===== config.mk =====
export PLATFORM = sky130hd
export DESIGN_NAME = clock_timekeeper_flat
export DESIGN_NICKNAME = d
export VERILOG_FILES = /design/src/rtl/clock_timekeeper_if.sv /design/src/rtl/clock_timekeeper.sv /design/src/flat_wrapper.sv
export SDC_FILE = /design/constraint.sdc
export NUM_CORES = 1
export LEC_CHECK = 0
export ABC_AREA = 1
export ABC_CLOCK_PERIOD_IN_PS = 4500
export CORE_UTILIZATION = 40
export DETAILED_ROUTE_END_ITERATION = 8
export PLACE_DENSITY = 0.61
export SLEW_MARGIN = 20
export SYNTH_ARGS = -nofsm -noshare
export SYNTH_HDL_FRONTEND = slang
export SYNTH_SLANG_ARGS = --single-unit

===== constraint.sdc =====
create_clock -name mclk -period 4.5 [get_ports mclk]
set_input_delay 0.45 -clock mclk [delete_from_list [all_inputs] [get_ports mclk]]
set_output_delay 0.45 -clock mclk [all_outputs]
set_load 0.05 [all_outputs]

===== src/rtl/clock_timekeeper_if.sv =====
// Control/display bundle between button_controller, clock_timekeeper and the display mux.
interface clock_timekeeper_if;
  logic [1:0] clk_mode;
  logic [3:0] vButton;
  logic       vAlarmActiveButton;
  logic [7:0] hh, mm, ss, dd, mo, al_hh, al_mm;
  logic       alarm_en, alarm_ring, sec_tick;

  modport master (
    output clk_mode, vButton, vAlarmActiveButton,
    input  hh, mm, ss, dd, mo, al_hh, al_mm, alarm_en, alarm_ring, sec_tick
  );
  modport slave (
    input  clk_mode, vButton, vAlarmActiveButton,
    output hh, mm, ss, dd, mo, al_hh, al_mm, alarm_en, alarm_ring, sec_tick
  );
endinterface


===== src/rtl/clock_timekeeper.sv =====
// BCD time/date/alarm keeper with per-mode editing and alarm ringing.
// Optional snooze on vButton[0] while ringing: define ALARM_SNOOZE_EN.
module clock_timekeeper #(
  parameter int MFREQ_KHZ = 1
) (
  input logic         mclk,
  input logic         rst,
  clock_timekeeper_if.slave bus
);
  localparam int TICKS = MFREQ_KHZ * 1000;
  localparam int PW = $clog2(TICKS);
  localparam logic [PW-1:0] PRESC_LAST = PW'(TICKS - 1);

  logic [PW-1:0] presc, presc_n;
  logic [7:0] hh, mm, ss, dd, mo, al_hh, al_mm;
  logic [7:0] hh_n, mm_n, ss_n, dd_n, mo_n, al_hh_n, al_mm_n;
  logic [7:0] mlen_cur, mlen_new;
  logic       alarm_en, alarm_en_n, alarm_ring, ring_n, sec_tick;
  logic [5:0] ring_cnt, ring_cnt_n;
  logic       tick, trigger, en_clear, btn_dismiss, dismiss;
`ifdef ALARM_SNOOZE_EN
  logic       snooze_on, snooze_on_n;
  logic [8:0] snooze_cnt, snooze_cnt_n;
`endif

  // BCD increment that wraps from last back to first.
  function automatic logic [7:0] bcd_step(input logic [7:0] v, input logic [7:0] last,
                                          input logic [7:0] first);
    if (v == last) return first;
    if (v[3:0] == 4'd9) return {v[7:4] + 4'd1, 4'd0};
    return {v[7:4], v[3:0] + 4'd1};
  endfunction

  function automatic logic [7:0] month_len(input logic [7:0] m);
    case (m)
      8'h02:                      return 8'h28;
      8'h04, 8'h06, 8'h09, 8'h11: return 8'h30;
      default:                    return 8'h31;
    endcase
  endfunction

  // Digit-wise HH:MM edit; the lowest set button bit wins.
  function automatic logic [15:0] edit_hm(input logic [7:0] h, input logic [7:0] m,
                                          input logic [3:0] btn);
    logic [7:0] nh, nm;
    nh = h;
    nm = m;
    if (btn[0])      nm[3:0] = (m[3:0] == 4'd9) ? 4'd0 : m[3:0] + 4'd1;
    else if (btn[1]) nm[7:4] = (m[7:4] == 4'd5) ? 4'd0 : m[7:4] + 4'd1;
    else if (btn[2]) nh[3:0] = ((h[7:4] == 4'd2 && h[3:0] == 4'd3) || h[3:0] == 4'd9) ?
                               4'd0 : h[3:0] + 4'd1;
    else if (btn[3]) begin
      case (h[7:4])
        4'd0:    nh[7:4] = 4'd1;
        4'd1: begin
          nh[7:4] = 4'd2;
          if (h[3:0] > 4'd3) nh[3:0] = 4'd3;
        end
        default: nh[7:4] = 4'd0;
      endcase
    end
    return {nh, nm};
  endfunction

  always_comb begin
    tick     = (bus.clk_mode != 2'd1) && (presc == PRESC_LAST);
    presc_n  = (bus.clk_mode == 2'd1 || tick) ? '0 : presc + 1'b1;
    hh_n     = hh;
    mm_n     = mm;
    ss_n     = ss;
    dd_n     = dd;
    mo_n     = mo;
    al_hh_n  = al_hh;
    al_mm_n  = al_mm;
    mlen_cur = month_len(mo);
    mlen_new = mlen_cur;

    if (bus.clk_mode == 2'd1) ss_n = 8'h00;
    else if (tick) begin
      ss_n = bcd_step(ss, 8'h59, 8'h00);
      if (ss == 8'h59) begin
        mm_n = bcd_step(mm, 8'h59, 8'h00);
        if (mm == 8'h59) begin
          hh_n = bcd_step(hh, 8'h23, 8'h00);
          if (hh == 8'h23) begin
            dd_n = bcd_step(dd, mlen_cur, 8'h01);
            if (dd == mlen_cur) mo_n = bcd_step(mo, 8'h12, 8'h01);
          end
        end
      end
    end

    // Edits override whatever the carry chain produced for the same fields.
    case (bus.clk_mode)
      2'd1: if (|bus.vButton) {hh_n, mm_n} = edit_hm(hh, mm, bus.vButton);
      2'd2: if (|bus.vButton) {al_hh_n, al_mm_n} = edit_hm(al_hh, al_mm, bus.vButton);
      2'd3: begin
        if (bus.vButton[0]) begin
          dd_n = bcd_step(dd, mlen_cur, 8'h01);
          mo_n = mo;
        end else if (bus.vButton[1]) begin
          mo_n     = bcd_step(mo, 8'h12, 8'h01);
          mlen_new = month_len(mo_n);
          dd_n     = (dd > mlen_new) ? mlen_new : dd;
        end
      end
      default: ;
    endcase

    alarm_en_n  = alarm_en ^ bus.vAlarmActiveButton;
    en_clear    = alarm_en && bus.vAlarmActiveButton;
    btn_dismiss = (bus.clk_mode == 2'd0) && (|bus.vButton);
    trigger     = alarm_en && (bus.clk_mode == 2'd0) && sec_tick &&
                  hh == al_hh && mm == al_mm && ss == 8'h00;
    dismiss     = (bus.clk_mode != 2'd0) || btn_dismiss || en_clear ||
                  (alarm_ring && sec_tick && ring_cnt == 6'd59);
    ring_cnt_n  = !alarm_ring ? 6'd0 : (sec_tick ? ring_cnt + 6'd1 : ring_cnt);
    ring_n      = dismiss ? 1'b0 : (trigger ? 1'b1 : alarm_ring);
`ifdef ALARM_SNOOZE_EN
    snooze_on_n  = snooze_on;
    snooze_cnt_n = snooze_cnt;
    if (alarm_ring && btn_dismiss && bus.vButton[0]) begin
      snooze_on_n  = 1'b1;
      snooze_cnt_n = 9'd300;
    end else if (snooze_on) begin
      if (bus.clk_mode != 2'd0 || btn_dismiss || en_clear) snooze_on_n = 1'b0;
      else if (sec_tick) begin
        if (snooze_cnt == 9'd1) begin
          snooze_on_n  = 1'b0;
          snooze_cnt_n = 9'd0;
          ring_n       = 1'b1;
        end else snooze_cnt_n = snooze_cnt - 9'd1;
      end
    end
`endif
  end

  always_ff @(posedge mclk) begin
    if (rst) begin
      presc      <= '0;
      hh         <= 8'h00;
      mm         <= 8'h00;
      ss         <= 8'h00;
      dd         <= 8'h01;
      mo         <= 8'h01;
      al_hh      <= 8'h00;
      al_mm      <= 8'h00;
      alarm_en   <= 1'b0;
      alarm_ring <= 1'b0;
      ring_cnt   <= 6'd0;
      sec_tick   <= 1'b0;
`ifdef ALARM_SNOOZE_EN
      snooze_on  <= 1'b0;
      snooze_cnt <= 9'd0;
`endif
    end else begin
      presc      <= presc_n;
      hh         <= hh_n;
      mm         <= mm_n;
      ss         <= ss_n;
      dd         <= dd_n;
      mo         <= mo_n;
      al_hh      <= al_hh_n;
      al_mm      <= al_mm_n;
      alarm_en   <= alarm_en_n;
      alarm_ring <= ring_n;
      ring_cnt   <= ring_cnt_n;
      sec_tick   <= tick;
`ifdef ALARM_SNOOZE_EN
      snooze_on  <= snooze_on_n;
      snooze_cnt <= snooze_cnt_n;
`endif
    end
  end

  assign bus.hh         = hh;
  assign bus.mm         = mm;
  assign bus.ss         = ss;
  assign bus.dd         = dd;
  assign bus.mo         = mo;
  assign bus.al_hh      = al_hh;
  assign bus.al_mm      = al_mm;
  assign bus.alarm_en   = alarm_en;
  assign bus.alarm_ring = alarm_ring;
  assign bus.sec_tick   = sec_tick;
endmodule

===== src/flat_wrapper.sv =====
// flat-port wrapper written by rule: the top's interface ports become plain ports
module clock_timekeeper_flat 
#(
  parameter int MFREQ_KHZ = 1
)
  (mclk, rst, bus_clk_mode, bus_vButton, bus_vAlarmActiveButton, bus_hh, bus_mm, bus_ss, bus_dd, bus_mo, bus_al_hh, bus_al_mm, bus_alarm_en, bus_alarm_ring, bus_sec_tick);
  clock_timekeeper_if bus_i ();
  input logic mclk;
  input logic rst;
  input wire logic [$bits(bus_i.clk_mode)-1:0] bus_clk_mode;
  input wire logic [$bits(bus_i.vButton)-1:0] bus_vButton;
  input wire logic [$bits(bus_i.vAlarmActiveButton)-1:0] bus_vAlarmActiveButton;
  output wire logic [$bits(bus_i.hh)-1:0] bus_hh;
  output wire logic [$bits(bus_i.mm)-1:0] bus_mm;
  output wire logic [$bits(bus_i.ss)-1:0] bus_ss;
  output wire logic [$bits(bus_i.dd)-1:0] bus_dd;
  output wire logic [$bits(bus_i.mo)-1:0] bus_mo;
  output wire logic [$bits(bus_i.al_hh)-1:0] bus_al_hh;
  output wire logic [$bits(bus_i.al_mm)-1:0] bus_al_mm;
  output wire logic [$bits(bus_i.alarm_en)-1:0] bus_alarm_en;
  output wire logic [$bits(bus_i.alarm_ring)-1:0] bus_alarm_ring;
  output wire logic [$bits(bus_i.sec_tick)-1:0] bus_sec_tick;
  assign bus_i.clk_mode = bus_clk_mode;
  assign bus_i.vButton = bus_vButton;
  assign bus_i.vAlarmActiveButton = bus_vAlarmActiveButton;
  assign bus_hh = bus_i.hh;
  assign bus_mm = bus_i.mm;
  assign bus_ss = bus_i.ss;
  assign bus_dd = bus_i.dd;
  assign bus_mo = bus_i.mo;
  assign bus_al_hh = bus_i.al_hh;
  assign bus_al_mm = bus_i.al_mm;
  assign bus_alarm_en = bus_i.alarm_en;
  assign bus_alarm_ring = bus_i.alarm_ring;
  assign bus_sec_tick = bus_i.sec_tick;
  clock_timekeeper #(.MFREQ_KHZ(MFREQ_KHZ)) u_core (.mclk(mclk), .rst(rst), .bus(bus_i));
endmodule

Word-level counts from Yosys, hierarchy flattened
Cells that the tools add are included.

word-level totals
  register bits after elaboration = 73
  bits in latches = 0
  RAM bits = 0
  ROM bits = 0
  bits of input ports = 9
  output and inout port bits = 59
  logic and storage cells = 284
  memories kept = 0

operators by class
  add/subtract/negate cells = 15
  $mul = 0
  divide/modulo/power cells = 0
  $lt $le $gt $ge = 3
  equality and inequality tests = 50
  shift operators = 0
  multiplexer cells = 150
  bitwise operators = 5
  reductions and logical operators = 43

operators with widths
  kind                     number
  $mux W8                  62
  $mux W4                  17
  $mux W1                  67
  $add A4 B1 Y4 const B    13
  $eq A8 B3 Y1 const B     4
  $eq A4 B4 Y1 const B     7
  $eq A8 B5 Y1 const B     3
  $pmux W5 S2              2
  $ne A3 B3 Y1 const B     6
  $eq A8 B2 Y1 const B     2
  $eq A8 B4 Y1 const B     2
  $eq A8 B6 Y1             2
  $eq A8 B7 Y1 const B     2
  $eq A4 B2 Y1 const B     3
  $logic_and A1 B1 Y1      12
  $ne A4 B4 Y1 const B     3
  $reduce_or A4 Y1         3
  $add A10 B1 Y10 const B  1
  $eq A10 B10 Y1 const B   1
  $reduce_bool A2 Y1       5
  $eq A4 B3 Y1 const B     2
  $eq A8 B6 Y1 const B     1
  $eq A8 B8 Y1             1
  $gt A4 B2 Y1 const B     2
  24 further kinds         43

Depth between registers and ports, before layout
  depth in word-level cells = 28
  gate-level depth with buffers = 22
  gate-level depth less buffers = 21

Least setup slack after synthesis
Ideal clock, no wire load.

  kind = register to register
  start point = register u_core.mo[4] (netlist: u_core.bus.mo[4])
  end point = register u_core.dd[0] (netlist: u_core.bus.dd[0])
  library setup time = 0.116 ns
  data arrival time = 2.852 ns
  data required time = 4.384 ns
  slack = 1.533 ns
  cell stages (with the launch flop) = 18
  buffers on the path = 1
  period minus slack after synthesis = 2.967 ns
  cell sequence = dfxtp_1 -> ha_1 -> nor3b_1 -> nand2_1 -> o211ai_1 -> nand2_1 -> nor2b_2 -> nand2_1 -> inv_1 -> nor2_1 -> ha_1 -> nand4_1 -> nand3_1 -> nand4_1 -> buf_2 -> o21ai_0 -> a21oi_1 -> nand2_1

between the ends
  longest elaborated chain between the ends = 19
  elaborated cells on any way between the ends = 51
  classes of those cells = add/sub: 1; order compare: 1; eq/ne: 13; mux: 34; reduce/logical: 2

RTL lines
  element                                                line                     source
  start: declaration                                     clock_timekeeper.sv:15   logic [7:0] hh, mm, ss, dd, mo, al_hh, al_mm;
  start signal: assignment                               clock_timekeeper.sv:162  mo <= mo_n;
  branches (longest 19 deep; another with $eq A8 B5 Y1)  --
  end signal: assignment                                 clock_timekeeper.sv:161  dd <= dd_n;
  end: declaration                                       clock_timekeeper.sv:15

Parallel ways; which one is timed is not known. The select of a mux whose other input is x is not followed.
A chain may end at the register's enable or synchronous reset.

Worst setup path in the final report
  start point = register u_core.mo[4] (netlist: u_core.bus.mo[4])
  end point = register u_core.dd[6] (netlist: u_core.bus.dd[6])

between the ends
  longest elaborated chain between the ends = 19
  elaborated cells on any way between the ends = 52
  classes of those cells = add/sub: 1; order compare: 1; eq/ne: 14; mux: 33; reduce/logical: 3

RTL lines
  element
  branches (longest 19 deep; another with $eq A8 B5 Y1)

Parallel ways; which one is timed is not known. The select of a mux whose other input is x is not followed.

==> flow_summary.yaml <==
run_status:
  status: "finished clean"
pwr:
  power_w: 0.001692
  power.share.combinational: 0.169
  p_per_area_nw_per_um2: 281.6
  swShare: 0.2904
  p_clk_frac: 0.422
  ir_worst_vdd_mv: 0.1656
  p_int_w: 0.001201
  power.switching_w: 0.0004913
  power_frac_seq: 0.408
  leakagePower_nw: 2.509
yosys:
  avgSynthCellArea_sq_um: 6.683
  ys_warn_count: 0
  synth_top_area_share: 0.2959
  synthTopCellsByArea: "dfxtp_1, nand2_1, inv_1"
  yosysTopAreaCell: "dfxtp_1"
  synth_seq_cells: 73
  synth_flop_cell: "dfxtp_1"
  synth_cells: 739
  ys_types: 50
  syn_area_sq_um: 4938
  synth-edff-count: 0
  synthArstFlopShare: 0
  ys_seq_area_frac: 0.2959
grt:
  grt_max_degree: 25
  grt_use_total: 0.2149
  antenna_found_initial: 0
  grt_pass1_wl_microns: 21860
  overflow: 0
  grt_pass1_vias: 4668
sta:
  rsz0062_at_grt: "no"
  fin_skew_ns: 0.008823
  relSlewSlack: 0.4393
  slew_viol_final: 0
  max_freq_mhz: 313.6
  timing.final.crit_share: 0.7086
  fin_crit_ns: 3.189
  worst_pin_slew_ns: 0.8401
  whs_ns: 0.4491
  setup_violations: 0
  report.final.hold_viol_count: 0
  fin_tns_setup_ns: 0
floorplan:
  dieArea_sq_um: 12800
  coreArea_sq_um: 12010
  die_h_microns: 113.1
  fp-row-count: 40
  die_w_microns: 113.1
  start_util: 0.4111
  pin_count: 68
drt:
  ant_nets: 0
  routed_wl_microns: 13280
  dr.pass1.iters: 5
  wire_per_inst_microns: 13.87
  drc_errors: 0
  viasPerCell: 5.213
  vias: 4994
  drt-initial-drc-count: 305
cts:
  cts_inserted_buffers: 9
  path_clk_slew_ns: 0.06
  cts_tree: "yes"
  numClockSinks: 73
  holdBufCountCts: 0
  clockRootBuffer: "clkbuf_16"
  cts_max_path_buffers: 2
  clk_latency_ns: 0.35
  cts_resized: 0
  post_cts_buffers: 0
  htreeDepth: 3
min_path:
  min-delay-path-class: "register to register"
worst_setup_path:
  end_kind: "register"
  worstSetupStartpointType: "register"
  crit_type: "register to register"
  cp.required_ns: 4.76
  crit_arrival_ns: 3.45
  critPathMaxFanout: 11
layout:
  final_common_cell: "nand2_1"
  fin_nets: 844
  multi_input_area_sq_um: 2945
  mostFrequentLayoutCells: "nand2_1, inv_1, nor2_1, dfxtp_1, clkdlybuf4s50_1"
  area_delta_synth_final_pct: 21.66
  fill_cells: 1189
  diodes: 0
  drive_above_1_share: 0.07768
  register_area_sq_um: 1461
place:
  hpwl_microns: 10260
  io_buffers: 65
  globalplace.congestion: 0.8920
flow_run:
  max_cap_violations: 0
metal layers:
| metal | wire [microns] | GRT usage | vias to the layer above | share of wire |
|---|---|---|---|---|
| met3 | 697 | 0.04446 | 19 | 0.052 |
| met4 | 261 | 0.08509 | 0 | 0.020 |
| li1 | - | - | 2562 | - |
| met2 | 6250 | 0.3611 | 125 | 0.47 |
| met1 | 6074 | 0.2692 | 2288 | 0.46 |
| met5 | 0 | 0 | - | 0 |
final timing paths:
kind	startpoint	end	slack, ns	cells after the start
worst min register to register	u_core.presc[0]	u_core.presc[0]	0.45	1
worst min-delay path	u_core.presc[0]	u_core.presc[0]	0.45	1
worst max register to register	u_core.bus.mo[4]	u_core.bus.dd[6]	1.31	16
worst max-delay path	u_core.bus.mo[4]	u_core.bus.dd[6]	1.31	16
cells in the mapped netlist (2+ instances only):
cell       instances
o22ai_1            3
nand4_1           26
nor2_2            13
o21ai_1            3
nand4_4            2
buf_1              2
nand2_1          143
a21oi_1           49
dfxtp_1           73
nor2_4             6
inv_2             10
o2111ai_1          2
nor4_1             5
nor2_1            77
inv_1            114
o211ai_1           2
xor2_1            15
clkbuf_1           2
buf_2              2
o21ai_0           33
a31oi_1            7
buf_4              3
nor3b_1            5
nand3_1           51
nand3_2            3
a211oi_1           9
ha_1              29
nor3_1            20
nand2_2            7
xnor2_1            3
final cells by class:
cell class,count,area share
tap,147,0.03061
inverter,125,0.07809
clock buffer,13,0.04165
sequential,73,0.2432
multi-input combinational,531,0.4902
clock inverter,3,0.006664
timing repair buffer,66,0.1095
flip-flops by register name, indices dropped and copies added, names as in the netlist:
register	flops
u_core.bus.alarm_en	1
u_core.bus.al_mm	8
u_core.presc	10
u_core.bus.ss	8
u_core.bus.sec_tick	1
u_core.bus.mo	8
u_core.bus.mm	8
u_core.bus.al_hh	6
u_core.ring_cnt	6
u_core.bus.hh	8
u_core.bus.dd	8
u_core.bus.alarm_ring	1
cell families after synthesis:
group | count (synthesis) | synth area share
AND/OR/NAND/NOR | 366 | 0.3570
flip-flops | 73 | 0.2959
adder cells (fa/ha/maj) | 29 | 0.07347
AO/OA/AOI/OAI | 116 | 0.1325
buffers and inverters | 136 | 0.1084
other | 1 | 0.0007593
XOR/XNOR | 18 | 0.03192
power by group through the flow:
stage | Clock (W) | Combinational, W | Sequential [W]
2_1_floorplan | 0 | 0.000159 | 0.000747
3_3_place_gp | 0 | 0.000279 | 0.000704
3_5_place_dp | 0 | 0.000284 | 0.000704
4_1_cts | 0.000730 | 0.000286 | 0.000690
5_1_grt | 0.000757 | 0.000317 | 0.000694
6_report | 0.000715 | 0.000286 | 0.000691
worst max-delay path, cell delays in order, from the launching register on:
cell,delay (ns)
dfxtp_1,0.45
ha_1,0.19
nor3b_1,0.27
nand2_1,0.14
o211ai_1,0.18
nand2_1,0.10
nor2b_2,0.16
nand2_1,0.12
inv_1,0.10
ha_1,0.25
a21oi_1,0.14
nand2_1,0.06
nand3_1,0.06
nand4_1,0.35
nand3_1,0.28
nand3_1,0.11
a21oi_1,0.14
stage by stage:
stage,instance area (sq um),utilization,instances,worst slack (ns)
floorplan,4942,-,740,1.533
detailed placement,5718,0.4760,942,1.363
CTS,6008,0.5002,958,1.339
finish,6008,0.5002,958,1.311
global placement,5718,0.4760,942,1.557
global route,6008,0.5002,958,0.8790
(Power assumes the default switching activity.)
